==> src/rtl/mem_port_arbiter_pkg.sv <==
// rtl/mem_port_arbiter_pkg.sv - shared types and widths for the CPU memory port arbiter
package cpu_mem_pkg;

  localparam int RAM_LAT_MAX = 4;
  localparam int WORD_W      = 32;
  localparam int BE_W        = WORD_W / 8;

  typedef enum logic [1:0] {
    OWN_NONE = 2'd0,
    OWN_I    = 2'd1,
    OWN_D    = 2'd2
  } owner_t;

  typedef struct packed {
    logic   valid;
    owner_t owner;
  } lat_tag_t;

endpackage

==> src/rtl/mem_port_arbiter_if.sv <==
// rtl/mem_port_arbiter_if.sv - fetch, data and RAM signal bundle for mem_port_arbiter
interface mem_port_arbiter_if #(
  parameter int ADDR_W = 10
);
  import cpu_mem_pkg::*;

  logic              i_req;
  logic [31:0]       i_addr;
  logic              i_ack;
  logic              i_rvalid;
  logic [WORD_W-1:0] i_rdata;

  logic              d_req;
  logic              d_we;
  logic [BE_W-1:0]   d_be;
  logic [31:0]       d_addr;
  logic [WORD_W-1:0] d_wdata;
  logic              d_ack;
  logic              d_rvalid;
  logic [WORD_W-1:0] d_rdata;

  logic              ram_en;
  logic              ram_we;
  logic [BE_W-1:0]   ram_be;
  logic [ADDR_W-1:0] ram_addr;
  logic [WORD_W-1:0] ram_wdata;
  logic [WORD_W-1:0] ram_rdata;

  logic              busy;

  // slave: the arbiter; master: the core requesters and the RAM around it
  modport slave (
    input  i_req, i_addr, d_req, d_we, d_be, d_addr, d_wdata, ram_rdata,
    output i_ack, i_rvalid, i_rdata, d_ack, d_rvalid, d_rdata,
           ram_en, ram_we, ram_be, ram_addr, ram_wdata, busy
  );

  modport master (
    output i_req, i_addr, d_req, d_we, d_be, d_addr, d_wdata, ram_rdata,
    input  i_ack, i_rvalid, i_rdata, d_ack, d_rvalid, d_rdata,
           ram_en, ram_we, ram_be, ram_addr, ram_wdata, busy
  );

endinterface

==> src/rtl/mem_port_arbiter_lat_pipe.sv <==
// rtl/mem_port_arbiter_lat_pipe.sv - RAM_LAT-deep owner tag pipe tracking reads in flight
module mem_arb_lat_pipe
  import cpu_mem_pkg::*;
#(
  parameter int RAM_LAT = 1
) (
  input  logic     clk_cpu,
  input  logic     reset,
  input  lat_tag_t tag_in,
  output lat_tag_t tag_out,
  output logic     any_valid
);

  lat_tag_t stage_q [RAM_LAT];

  // Reset empties every stage so no pre-reset read can ever surface.
  always_ff @(posedge clk_cpu or posedge reset) begin
    if (reset) begin
      for (int k = 0; k < RAM_LAT; k++) begin
        stage_q[k] <= '{valid: 1'b0, owner: OWN_NONE};
      end
    end else begin
      stage_q[0] <= tag_in;
      for (int k = 1; k < RAM_LAT; k++) begin
        stage_q[k] <= stage_q[k-1];
      end
    end
  end

  assign tag_out = stage_q[RAM_LAT-1];

  always_comb begin
    any_valid = 1'b0;
    for (int k = 0; k < RAM_LAT; k++) begin
      any_valid = any_valid | stage_q[k].valid;
    end
  end

endmodule

==> src/rtl/mem_port_arbiter.sv <==
// rtl/mem_port_arbiter.sv - shares one RAM port between fetch and data; MEM_PORT_ARB_PERF_EN adds stall counters
module mem_port_arbiter
  import cpu_mem_pkg::*;
#(
  parameter int ADDR_W    = 10,
  parameter int RAM_LAT   = 1,
  parameter int MAX_D_RUN = 4
) (
  input  logic                clk_cpu,
  input  logic                reset,
  mem_port_arbiter_if.slave   bus
`ifdef MEM_PORT_ARB_PERF_EN
  ,
  output logic [31:0]         i_stall_cnt,
  output logic [31:0]         d_stall_cnt
`endif
);

  localparam logic [3:0] RUN_MAX = 4'(MAX_D_RUN);

  logic [3:0]        run_cnt;
  logic              grant_i;
  logic              grant_d;
  owner_t            own;
  lat_tag_t          tag_in;
  lat_tag_t          tag_out;
  logic              pipe_busy;
  logic              i_ret;
  logic              d_ret;
  logic [WORD_W-1:0] i_rdata_q;
  logic [WORD_W-1:0] d_rdata_q;
  logic              unused_addr_bits;

  // Data wins unless it has already taken MAX_D_RUN grants in a row past a waiting fetch.
  always_comb begin
    grant_i = 1'b0;
    grant_d = 1'b0;
    own     = OWN_NONE;
    if (!reset) begin
      if (bus.d_req && !(bus.i_req && run_cnt == RUN_MAX)) begin
        grant_d = 1'b1;
        own     = OWN_D;
      end else if (bus.i_req) begin
        grant_i = 1'b1;
        own     = OWN_I;
      end
    end
  end

  assign bus.i_ack = grant_i;
  assign bus.d_ack = grant_d;

  always_comb begin
    bus.ram_en    = grant_i | grant_d;
    bus.ram_we    = 1'b0;
    bus.ram_be    = '0;
    bus.ram_addr  = '0;
    bus.ram_wdata = '0;
    if (grant_d) begin
      bus.ram_we    = bus.d_we;
      bus.ram_be    = bus.d_we ? bus.d_be : {BE_W{1'b1}};
      bus.ram_addr  = bus.d_addr[ADDR_W+1:2];
      bus.ram_wdata = bus.d_wdata;
    end else if (grant_i) begin
      bus.ram_be    = {BE_W{1'b1}};
      bus.ram_addr  = bus.i_addr[ADDR_W+1:2];
    end
  end

  assign unused_addr_bits = ^{bus.i_addr[31:ADDR_W+2], bus.i_addr[1:0],
                              bus.d_addr[31:ADDR_W+2], bus.d_addr[1:0]};

  always_ff @(posedge clk_cpu or posedge reset) begin
    if (reset) begin
      run_cnt <= '0;
    end else if (!bus.i_req || grant_i) begin
      run_cnt <= '0;
    end else if (grant_d && run_cnt != RUN_MAX) begin
      run_cnt <= run_cnt + 4'd1;
    end
  end

  assign tag_in = '{valid: grant_i | (grant_d & ~bus.d_we), owner: own};

  mem_arb_lat_pipe #(
    .RAM_LAT (RAM_LAT)
  ) u_lat_pipe (
    .clk_cpu   (clk_cpu),
    .reset     (reset),
    .tag_in    (tag_in),
    .tag_out   (tag_out),
    .any_valid (pipe_busy)
  );

  assign i_ret = tag_out.valid && (tag_out.owner == OWN_I);
  assign d_ret = tag_out.valid && (tag_out.owner == OWN_D);

  // Returning data is passed straight through, then held for that owner.
  always_ff @(posedge clk_cpu or posedge reset) begin
    if (reset) begin
      i_rdata_q <= '0;
      d_rdata_q <= '0;
    end else begin
      if (i_ret) i_rdata_q <= bus.ram_rdata;
      if (d_ret) d_rdata_q <= bus.ram_rdata;
    end
  end

  assign bus.i_rvalid = i_ret;
  assign bus.d_rvalid = d_ret;
  assign bus.i_rdata  = i_ret ? bus.ram_rdata : i_rdata_q;
  assign bus.d_rdata  = d_ret ? bus.ram_rdata : d_rdata_q;
  assign bus.busy     = pipe_busy;

`ifdef MEM_PORT_ARB_PERF_EN
  always_ff @(posedge clk_cpu or posedge reset) begin
    if (reset) begin
      i_stall_cnt <= '0;
      d_stall_cnt <= '0;
    end else begin
      if (bus.i_req && !grant_i) i_stall_cnt <= i_stall_cnt + 32'd1;
      if (bus.d_req && !grant_d) d_stall_cnt <= d_stall_cnt + 32'd1;
    end
  end
`endif

endmodule
==> src/flat_wrapper.sv <==
// flat-port wrapper written by rule: the top's interface ports become plain ports
module mem_port_arbiter_flat import cpu_mem_pkg::*;
#(
  parameter int ADDR_W    = 10,
  parameter int RAM_LAT   = 1,
  parameter int MAX_D_RUN = 4
)
  (clk_cpu, reset, bus_i_req, bus_i_addr, bus_d_req, bus_d_we, bus_d_be, bus_d_addr, bus_d_wdata, bus_ram_rdata, bus_i_ack, bus_i_rvalid, bus_i_rdata, bus_d_ack, bus_d_rvalid, bus_d_rdata, bus_ram_en, bus_ram_we, bus_ram_be, bus_ram_addr, bus_ram_wdata, bus_busy);
  mem_port_arbiter_if #(.ADDR_W(ADDR_W)) bus_i ();
  input  logic clk_cpu;
  input  logic reset;
  input wire logic [$bits(bus_i.i_req)-1:0] bus_i_req;
  input wire logic [$bits(bus_i.i_addr)-1:0] bus_i_addr;
  input wire logic [$bits(bus_i.d_req)-1:0] bus_d_req;
  input wire logic [$bits(bus_i.d_we)-1:0] bus_d_we;
  input wire logic [$bits(bus_i.d_be)-1:0] bus_d_be;
  input wire logic [$bits(bus_i.d_addr)-1:0] bus_d_addr;
  input wire logic [$bits(bus_i.d_wdata)-1:0] bus_d_wdata;
  input wire logic [$bits(bus_i.ram_rdata)-1:0] bus_ram_rdata;
  output wire logic [$bits(bus_i.i_ack)-1:0] bus_i_ack;
  output wire logic [$bits(bus_i.i_rvalid)-1:0] bus_i_rvalid;
  output wire logic [$bits(bus_i.i_rdata)-1:0] bus_i_rdata;
  output wire logic [$bits(bus_i.d_ack)-1:0] bus_d_ack;
  output wire logic [$bits(bus_i.d_rvalid)-1:0] bus_d_rvalid;
  output wire logic [$bits(bus_i.d_rdata)-1:0] bus_d_rdata;
  output wire logic [$bits(bus_i.ram_en)-1:0] bus_ram_en;
  output wire logic [$bits(bus_i.ram_we)-1:0] bus_ram_we;
  output wire logic [$bits(bus_i.ram_be)-1:0] bus_ram_be;
  output wire logic [$bits(bus_i.ram_addr)-1:0] bus_ram_addr;
  output wire logic [$bits(bus_i.ram_wdata)-1:0] bus_ram_wdata;
  output wire logic [$bits(bus_i.busy)-1:0] bus_busy;
  assign bus_i.i_req = bus_i_req;
  assign bus_i.i_addr = bus_i_addr;
  assign bus_i.d_req = bus_d_req;
  assign bus_i.d_we = bus_d_we;
  assign bus_i.d_be = bus_d_be;
  assign bus_i.d_addr = bus_d_addr;
  assign bus_i.d_wdata = bus_d_wdata;
  assign bus_i.ram_rdata = bus_ram_rdata;
  assign bus_i_ack = bus_i.i_ack;
  assign bus_i_rvalid = bus_i.i_rvalid;
  assign bus_i_rdata = bus_i.i_rdata;
  assign bus_d_ack = bus_i.d_ack;
  assign bus_d_rvalid = bus_i.d_rvalid;
  assign bus_d_rdata = bus_i.d_rdata;
  assign bus_ram_en = bus_i.ram_en;
  assign bus_ram_we = bus_i.ram_we;
  assign bus_ram_be = bus_i.ram_be;
  assign bus_ram_addr = bus_i.ram_addr;
  assign bus_ram_wdata = bus_i.ram_wdata;
  assign bus_busy = bus_i.busy;
  mem_port_arbiter #(.ADDR_W(ADDR_W), .RAM_LAT(RAM_LAT), .MAX_D_RUN(MAX_D_RUN)) u_core (.clk_cpu(clk_cpu), .reset(reset), .bus(bus_i));
endmodule
==> config.mk <==
export PLATFORM = sky130hd
export DESIGN_NAME = mem_port_arbiter_flat
export DESIGN_NICKNAME = d
export VERILOG_FILES = /design/src/rtl/mem_port_arbiter_pkg.sv /design/src/rtl/mem_port_arbiter_if.sv /design/src/rtl/mem_port_arbiter_lat_pipe.sv /design/src/rtl/mem_port_arbiter.sv /design/src/flat_wrapper.sv
export SDC_FILE = /design/constraint.sdc
export NUM_CORES = 1
export LEC_CHECK = 0
export ABC_AREA = 1
export BUFFER_PORTS_ARGS = -buffer_cell sky130_fd_sc_hd__buf_4
export CORE_ASPECT_RATIO = 0.5
export CORE_MARGIN = 5
export CORE_UTILIZATION = 39
export DETAILED_ROUTE_END_ITERATION = 12
export PLACE_DENSITY = 0.85
export SLEW_MARGIN = 20
export SYNTH_ARGS = -nofsm -noshare
export SYNTH_HDL_FRONTEND = slang
export SYNTH_SLANG_ARGS = --single-unit
==> constraint.sdc <==
create_clock -name clk_cpu -period 3.25 [get_ports clk_cpu]
set_input_delay 0.8125 -clock clk_cpu [delete_from_list [all_inputs] [get_ports clk_cpu]]
set_output_delay 0.8125 -clock clk_cpu [all_outputs]
set_load 0.02 [all_outputs]
==> metrics.txt, run 1 <==
WP data arrival 2.08 ns; area enclosed by the die boundary 10200 µm²; number of max-slew violations in the final report 0; post-route total power 0.00329 W; share of synthesized cell area in full adder, half adder and majority cells 0.782%; main combinational cell family by area after synthesis simple AND/OR/NAND/NOR gates; cell area after layout 5140 µm²; synth unique cells 21; final setup skew 0.00589 ns; aggregate global-route resource usage 17.8%; GPL Wtd Cong 0.781; Rows 23; placeable core region 8000 µm²; final core utilization 64.2%; net count after synthesis 532; PostCTS Resize Cnt 0; total via count after detailed routing 3227; clk sinks 71; final setup fails 0; fraction of layout instances using a drive strength above 1 39.5%; via count of the first global-routing pass 3143; maximum clock frequency 345 MHz; Min Clock Period, post-route 2.89 ns; startpoint types register; clock slew at the register clock pins of the worst setup and hold paths 0.06 ns; hold-fix buffers at CTS 0; basic-gate share of the synthesized area counting and, or, nand and nor cells 20.2%; clock network latency to the later pin of the worst-skew pair 0.33 ns; drt drc 0; sequential cell area fraction in the yosys report 55.5%; H-tree Lvls 3; maximum root-to-sink buffer count 2; TritonCTS clock tree yes; reg-to-reg slack, setup 1.54 ns; I/O Buffers 209; total placed instance area 4840 µm²; type of element capturing the critical path output pin; Worst slew margin 39.6%; post-synth design cell area 3200 µm²; Syn Inst Count 393; wire length per cell 13.4 µm; path category of the worst min-delay check register to register; setup repair after global routing missed its margin false; slowest cell on the critical path sky130_fd_sc_hd__dfrtp_1; number of inserted diodes 0; Leak Pwr 3.02 nW; remaining global-route overflow 0; XOR/XNOR Fraction of Synth Area 0.547%; Synthesis Warnings 0; multiplexer area fraction after synthesis 0%; post-synthesis sequential element count 71; number of violations reported at the end of detailed-routing iteration 0 192; count of boundary I/O pins 254; Pwr per Cell Area 640 nW/µm²; Setup TNS Final 0 ns; path type of the worst setup path register to output pin; fin crit share 89.1%; Compound-Gate Fraction of Synth Area 10.9%; ordered cell list for the critical path inv_1 -> nor3_2 -> inv_2 -> o21ai_0 -> buf_4; wire length of the first global-routing pass 14.8 mm; via density per instance 4.52; # Max-Cap Violations 0; root buffer selected by CTS sky130_fd_sc_hd__clkbuf_16; maximum number of pins on one net before global-route repair 66; Net count, final 736; count of filler cells inserted in the layout 673; remaining number of nets flagged by the antenna check after routing 0; Required @ worst endpoint 2.44 ns; total iterations of the first detailed-routing run 4; floorplan die height 74.1 µm; Critical Path Max Stage Delay 0.41 ns; number of buffers added for setup after CTS 0; worst slew pin tran 0.906 ns; result of the run finished clean; routed wire length 9.60 mm; number of antenna violations at the first check in global routing 0; total CTS buffers 9; Mapped Avg Cell Area 8.14 µm²; highest fanout seen on the critical path 64; die outline width 138 µm; Peak supply drop 0.297 mV; detailed placement HPWL 7.15 mm; Final Hold Fails 0; synthesis-to-finish area growth 60.5%; initial core utilization 40.0%
[flip-flops by register name (all words and copies together), names as in the netlist]
signal,count
u_core.u_lat_pipe.any_valid,1
u_core.d_rdata_q,32
u_core.u_lat_pipe.tag_out,2
u_core.run_cnt,4
u_core.i_rdata_q,32
[cell usage in the layout (no fill, tap or decap)]
cell and count:
sky130_fd_sc_hd__nand4_2 1, sky130_fd_sc_hd__buf_4 211, sky130_fd_sc_hd__inv_2 3, sky130_fd_sc_hd__clkinv_4 3, sky130_fd_sc_hd__nor3_2 1, sky130_fd_sc_hd__bufinv_16 1
sky130_fd_sc_hd__inv_4 1, sky130_fd_sc_hd__xor2_1 2, sky130_fd_sc_hd__nand2_1 103, sky130_fd_sc_hd__inv_1 73, sky130_fd_sc_hd__nand3_2 1, sky130_fd_sc_hd__nand4_1 4
sky130_fd_sc_hd__o21ai_0 68, sky130_fd_sc_hd__clkinv_2 2, sky130_fd_sc_hd__nand2_4 2, sky130_fd_sc_hd__nor2_1 33, sky130_fd_sc_hd__clkinvlp_4 1, sky130_fd_sc_hd__clkbuf_16 9
sky130_fd_sc_hd__dfrtp_1 71, sky130_fd_sc_hd__nand3_1 6, sky130_fd_sc_hd__o21ai_1 2, sky130_fd_sc_hd__ha_1 2, sky130_fd_sc_hd__nor2_8 1, sky130_fd_sc_hd__nor2_4 1
[layout make-up]
class | count | area (µm²) | share of cell area [%]
clock buffer | 9 | 225 | 4.38
timing repair buffer | 211 | 1580 | 30.8
sequential | 71 | 1780 | 34.6
multi-input combinational | 227 | 1040 | 20.3
inverter | 77 | 292 | 5.68
clock inverter | 7 | 73.8 | 1.44
tap | 112 | 140 | 2.73
[power by group]
part | switching (W) | internal, W | total [W]
Clock | 0.000359 | 0.000594 | 0.000953
Sequential | 0.0000649 | 0.00110 | 0.00117
Combinational | 0.000685 | 0.000478 | 0.00116
[through the flow]
| stage | instances | hold slack, ns | worst slack [ns] |
|---|---|---|---|
| after floorplan | 393 | 0.516 | 0.328 |
| after CTS | 714 | 0.498 | 0.343 |
| after detailed placement | 698 | 0.485 | 0.537 |
| final | 714 | 0.496 | 0.355 |
| after global routing | 714 | 0.519 | 0.152 |
| after global placement | 698 | 0.480 | 0.562 |
[kinds of logic after synthesis]
| logic type | after synthesis |
|---|---|
| AND/OR/NAND/NOR | 153 |
| adder cells (fa/ha/maj) | 2 |
| AO/OA/AOI/OAI | 70 |
| XOR/XNOR | 2 |
| flip-flops | 71 |
| buffers and inverters | 95 |
[per-layer routing]
layer	share of wire (%)	track usage (%)	vias to the layer above
li1	-	-	1600
met1	36	18.4	1491
met2	55	35.0	117
met3	7.1	5.52	19
met4	2.3	6.79	0
met5	0	0	-
[critical path, delay by kind of cell, from the launching register on]
kind	cells	cell delay [ns]
AO/OA/AOI/OAI	1	0.41
buffers and inverters	3	0.68
flip-flops	1	0.41
AND/OR/NAND/NOR	1	0.22
[worst paths after layout]
| check | start | endpoint | cells after the start |
|---|---|---|---|
| min in group asynchronous | reset | u_core.u_lat_pipe.any_valid$_DFF_PP0_ | 2 |
| max in group asynchronous | reset | u_core.i_rdata_q[4]$_DFF_PP0_ | 3 |
| setup reg to reg | u_core.u_lat_pipe.any_valid$_DFF_PP0_ | u_core.i_rdata_q[31]$_DFF_PP0_ | 4 |
| setup / recovery | u_core.u_lat_pipe.any_valid$_DFF_PP0_ | bus_i_rdata[31] | 5 |
| hold / removal | u_core.d_rdata_q[25]$_DFF_PP0_ | u_core.d_rdata_q[25]$_DFF_PP0_ | 2 |
| hold reg to reg | u_core.d_rdata_q[25]$_DFF_PP0_ | u_core.d_rdata_q[25]$_DFF_PP0_ | 2 |
[Yosys cell counts (all sizes together)]
master  count  area [µm²]
o21ai      70         350
nor2       35         155
buf         9        58.8
nand2     105         409
ha          2        25.0
clkbuf      9        33.8
xor2        2        17.5
dfrtp      71        1780
nand4       5        37.5
inv        77         292
nand3       7        35.0
nor3        1        10.0
No activity file was read; power rests on OpenSTA's default activity.
==> inputs of run 2 (changes only) <==
--- a/config.mk
+++ b/config.mk
@@ -9,10 +9,11 @@
 export BUFFER_PORTS_ARGS = -buffer_cell sky130_fd_sc_hd__buf_4
 export CORE_ASPECT_RATIO = 0.5
 export CORE_MARGIN = 5
-export CORE_UTILIZATION = 39
+export CORE_UTILIZATION = 40
 export DETAILED_ROUTE_END_ITERATION = 12
 export PLACE_DENSITY = 0.85
 export SLEW_MARGIN = 20
 export SYNTH_ARGS = -nofsm -noshare
 export SYNTH_HDL_FRONTEND = slang
+export SYNTH_HIERARCHICAL = 1
 export SYNTH_SLANG_ARGS = --single-unit
==> run 2 against run 1 <==
Cell area rose by 3.0%; power rose by 5.5%; count of clock-buffer cells in the layout rose by 1; via count rose by 5.5%; non-clock buffer count rose by 6; flip-flop and latch count did not move; global-route usage rose by 2.3 points; worst setup slack got worse by 0.068 ns.
==> metrics.txt, run 2 <==
Required @ worst endpoint 2.44 ns; total iterations of the first detailed-routing run 4; Min Clock Period, post-route 2.96 ns; number of antenna violations at the first check in global routing 0; sequential cell area fraction in the yosys report 53.4%; highest fanout seen on the critical path 33; final std cells w/o fill 734; worst slack, placed 0.459 ns; remaining global-route overflow 0; clock slew at the register clock pins of the worst setup and hold paths 0.05 ns; kind of cell adding the most delay to the critical path buffers and inverters; internal power 0.00234 W; detailed placement HPWL 7.95 mm; aggregate global-route resource usage 20.1%; clock network latency to the later pin of the worst-skew pair 0.32 ns; slowest cell on the critical path sky130_fd_sc_hd__nand3_2; Leak Pwr 3.12 nW; number of violations reported at the end of detailed-routing iteration 0 214; WP data arrival 2.15 ns; routed wire length 10.8 mm; most used flip-flop cell after synthesis sky130_fd_sc_hd__dfrtp_1; met3 Resource Use GR 4.30%; Worst slew margin 59.0%; Syn Inst Count 413; Mapped Avg Cell Area 8.06 µm²; Critical Path Max Stage Delay 0.48 ns; maximum clock frequency 338 MHz; initial core utilization 41.3%; floorplan die height 74.5 µm; total CTS buffers 9; fraction of layout instances using a drive strength above 1 38.4%; synthesis-to-finish area growth 59.0%; logic gate share of total power 34.5%; area enclosed by the die boundary 10400 µm²; P_sw 0.00113 W; fin crit share 91.2%; cell area after layout 5290 µm²; final setup skew 0.00696 ns; cells taking the most area after synthesis sky130_fd_sc_hd__dfrtp_1 53%, sky130_fd_sc_hd__nand2_1 11%, sky130_fd_sc_hd__o21ai_0 9.6%; cell repeated most along the worst path sky130_fd_sc_hd__buf_4; leading cell type by number of instances after synthesis sky130_fd_sc_hd__nand2_1; worst slew pin tran 0.614 ns; Net count, final 756; final core utilization 65.7%; commonest cells after routing, fill and taps aside 217 x sky130_fd_sc_hd__buf_4, 96 x sky130_fd_sc_hd__nand2_1, 81 x sky130_fd_sc_hd__inv_1, 71 x sky130_fd_sc_hd__dfrtp_1, 64 x sky130_fd_sc_hd__o21ai_0; wire length per cell 14.7 µm; I/O Buffers 209; Post-Place Cells 718; ordered cell list for the critical path inv_1 -> nand3_2 -> buf_4 -> o21ai_0 -> buf_4; Most Crowded Layer GR met2; number of enable-type register cells in the synthesized netlist 0; placeable core region 8060 µm²; registers with the highest flip-flop counts u_core/d_rdata_q: 32 flops, u_core/i_rdata_q: 32 flops, u_core/run_cnt: 4 flops; via count of the first global-routing pass 3429; post-synthesis sequential element count 71; Final Hold Fails 0; type of element capturing the critical path output pin; GPL Wtd Cong 0.846; die outline width 139 µm; path category of the worst min-delay check primary input to asynchronous set/reset pin; net count after synthesis 552; post-synth design cell area 3330 µm²; number of buffers added for setup after CTS 0; maximum number of pins on one net before global-route repair 49; H-tree Lvls 3; library cell occupying the most area in the post-synthesis netlist sky130_fd_sc_hd__dfrtp_1; # Max-Cap Violations 0; PostCTS Resize Cnt 0; root buffer selected by CTS sky130_fd_sc_hd__clkbuf_16; post-synthesis async set-or-reset flop share 100%; startpoint types register; Worst Slack Setup Final 0.287 ns; number of inserted diodes 0; Synthesis Warnings 6; Pwr per Cell Area 655 nW/µm²; setup repair after global routing missed its margin false; GR met2 Demand/Resource 38.5%; list of most frequent post-synthesis cells 97 x sky130_fd_sc_hd__nand2_1, 81 x sky130_fd_sc_hd__inv_1, 71 x sky130_fd_sc_hd__dfrtp_1; total placed instance area 4950 µm²; share of total power in sequential cells 33.9%; hold-fix buffers at CTS 0; share of power burned in the clock network 31.6%; path type of the worst setup path register to output pin; TritonCTS clock tree yes; Synth top area share 53.4%; maximum root-to-sink buffer count 2; Rows 23; wire length of the first global-routing pass 16.6 mm; count of boundary I/O pins 254; number of max-slew violations in the final report 0; GR Util met1 21.9%; via density per instance 4.64; synth unique cells 19; Setup TNS Final 0 ns; most common cell after layout, fill and taps aside sky130_fd_sc_hd__buf_4; total via count after detailed routing 3406; worst path bufs/invs 3; final setup fails 0; result of the run finished clean; drt drc 0; Peak supply drop 0.283 mV; remaining number of nets flagged by the antenna check after routing 0; proportion of total power due to net switching 32.6%; clk sinks 71
## run 2: area by class of cell
| cell class | count | area (µm²) |
|---|---|---|
| Clock inverter | 6 | 109 |
| Fill cell | 663 | 2770 |
| Sequential cell | 71 | 1780 |
| Timing Repair Buffer | 217 | 1630 |
| Inverter | 82 | 309 |
| Tap cell | 112 | 140 |
| Clock buffer | 10 | 229 |
| Multi-Input combinational cell | 236 | 1100 |
## run 2: metrics by stage
step                total power (W)  hold WS [ns]
floorplan                   0.00179         0.476
global placement            0.00234         0.480
detailed placement          0.00237         0.486
CTS                         0.00350         0.378
global route                0.00364         0.396
finish                      0.00347         0.389
## run 2: cells by family after synthesis
group | share of synthesized area, %
flip-flops | 53.4
AO/OA/AOI/OAI | 9.62
XOR/XNOR | 0.263
buffers and inverters | 13.8
AND/OR/NAND/NOR | 22.2
adder cells (fa/ha/maj) | 0.751
## run 2: power groups by stage
stage / Combinational, W / Sequential [W] / Clock [W]
final: 0.00120 / 0.00117 / 0.00109
after global routing: 0.00129 / 0.00119 / 0.00116
after CTS: 0.00121 / 0.00117 / 0.00111
after detailed placement: 0.00119 / 0.00118 / 0
after global placement: 0.00117 / 0.00117 / 0
after floorplan: 0.000626 / 0.00116 / 0
## run 2: final timing paths
check                           slack (ns)  depth (start not counted)                                   start                                    end
worst max-delay path                  0.29                          5  u_core/u_lat_pipe/tag_out[1]$_DFF_PP0_                        bus_i_rdata[29]
worst min-delay path                  0.39                          2                                   reset  u_core/u_lat_pipe/any_valid$_DFF_PP0_
worst max register to register        1.49                          5  u_core/u_lat_pipe/tag_out[1]$_DFF_PP0_         u_core/i_rdata_q[31]$_DFF_PP0_
worst min register to register        0.50                          2           u_core/d_rdata_q[8]$_DFF_PP0_          u_core/d_rdata_q[8]$_DFF_PP0_
max in group asynchronous             1.85                          4                                   reset         u_core/i_rdata_q[21]$_DFF_PP0_
min in group clk_cpu                  0.50                          2           u_core/d_rdata_q[8]$_DFF_PP0_          u_core/d_rdata_q[8]$_DFF_PP0_
## run 2: worst register-to-register path, delay by kind of cell, from the launching register on
family                 cells  cell delay (ns)
buffers and inverters      2             0.51
DFF                        1             0.36
and+or+nand+nor            2             0.57
AOI/OAI and AO/OA          1             0.15
## run 2: per-layer routing
layer,share of wire (%),vias to the layer above
li1,-,1677
met1,38,1579
met2,54,122
met3,4.6,28
met4,3.1,0
met5,0,-
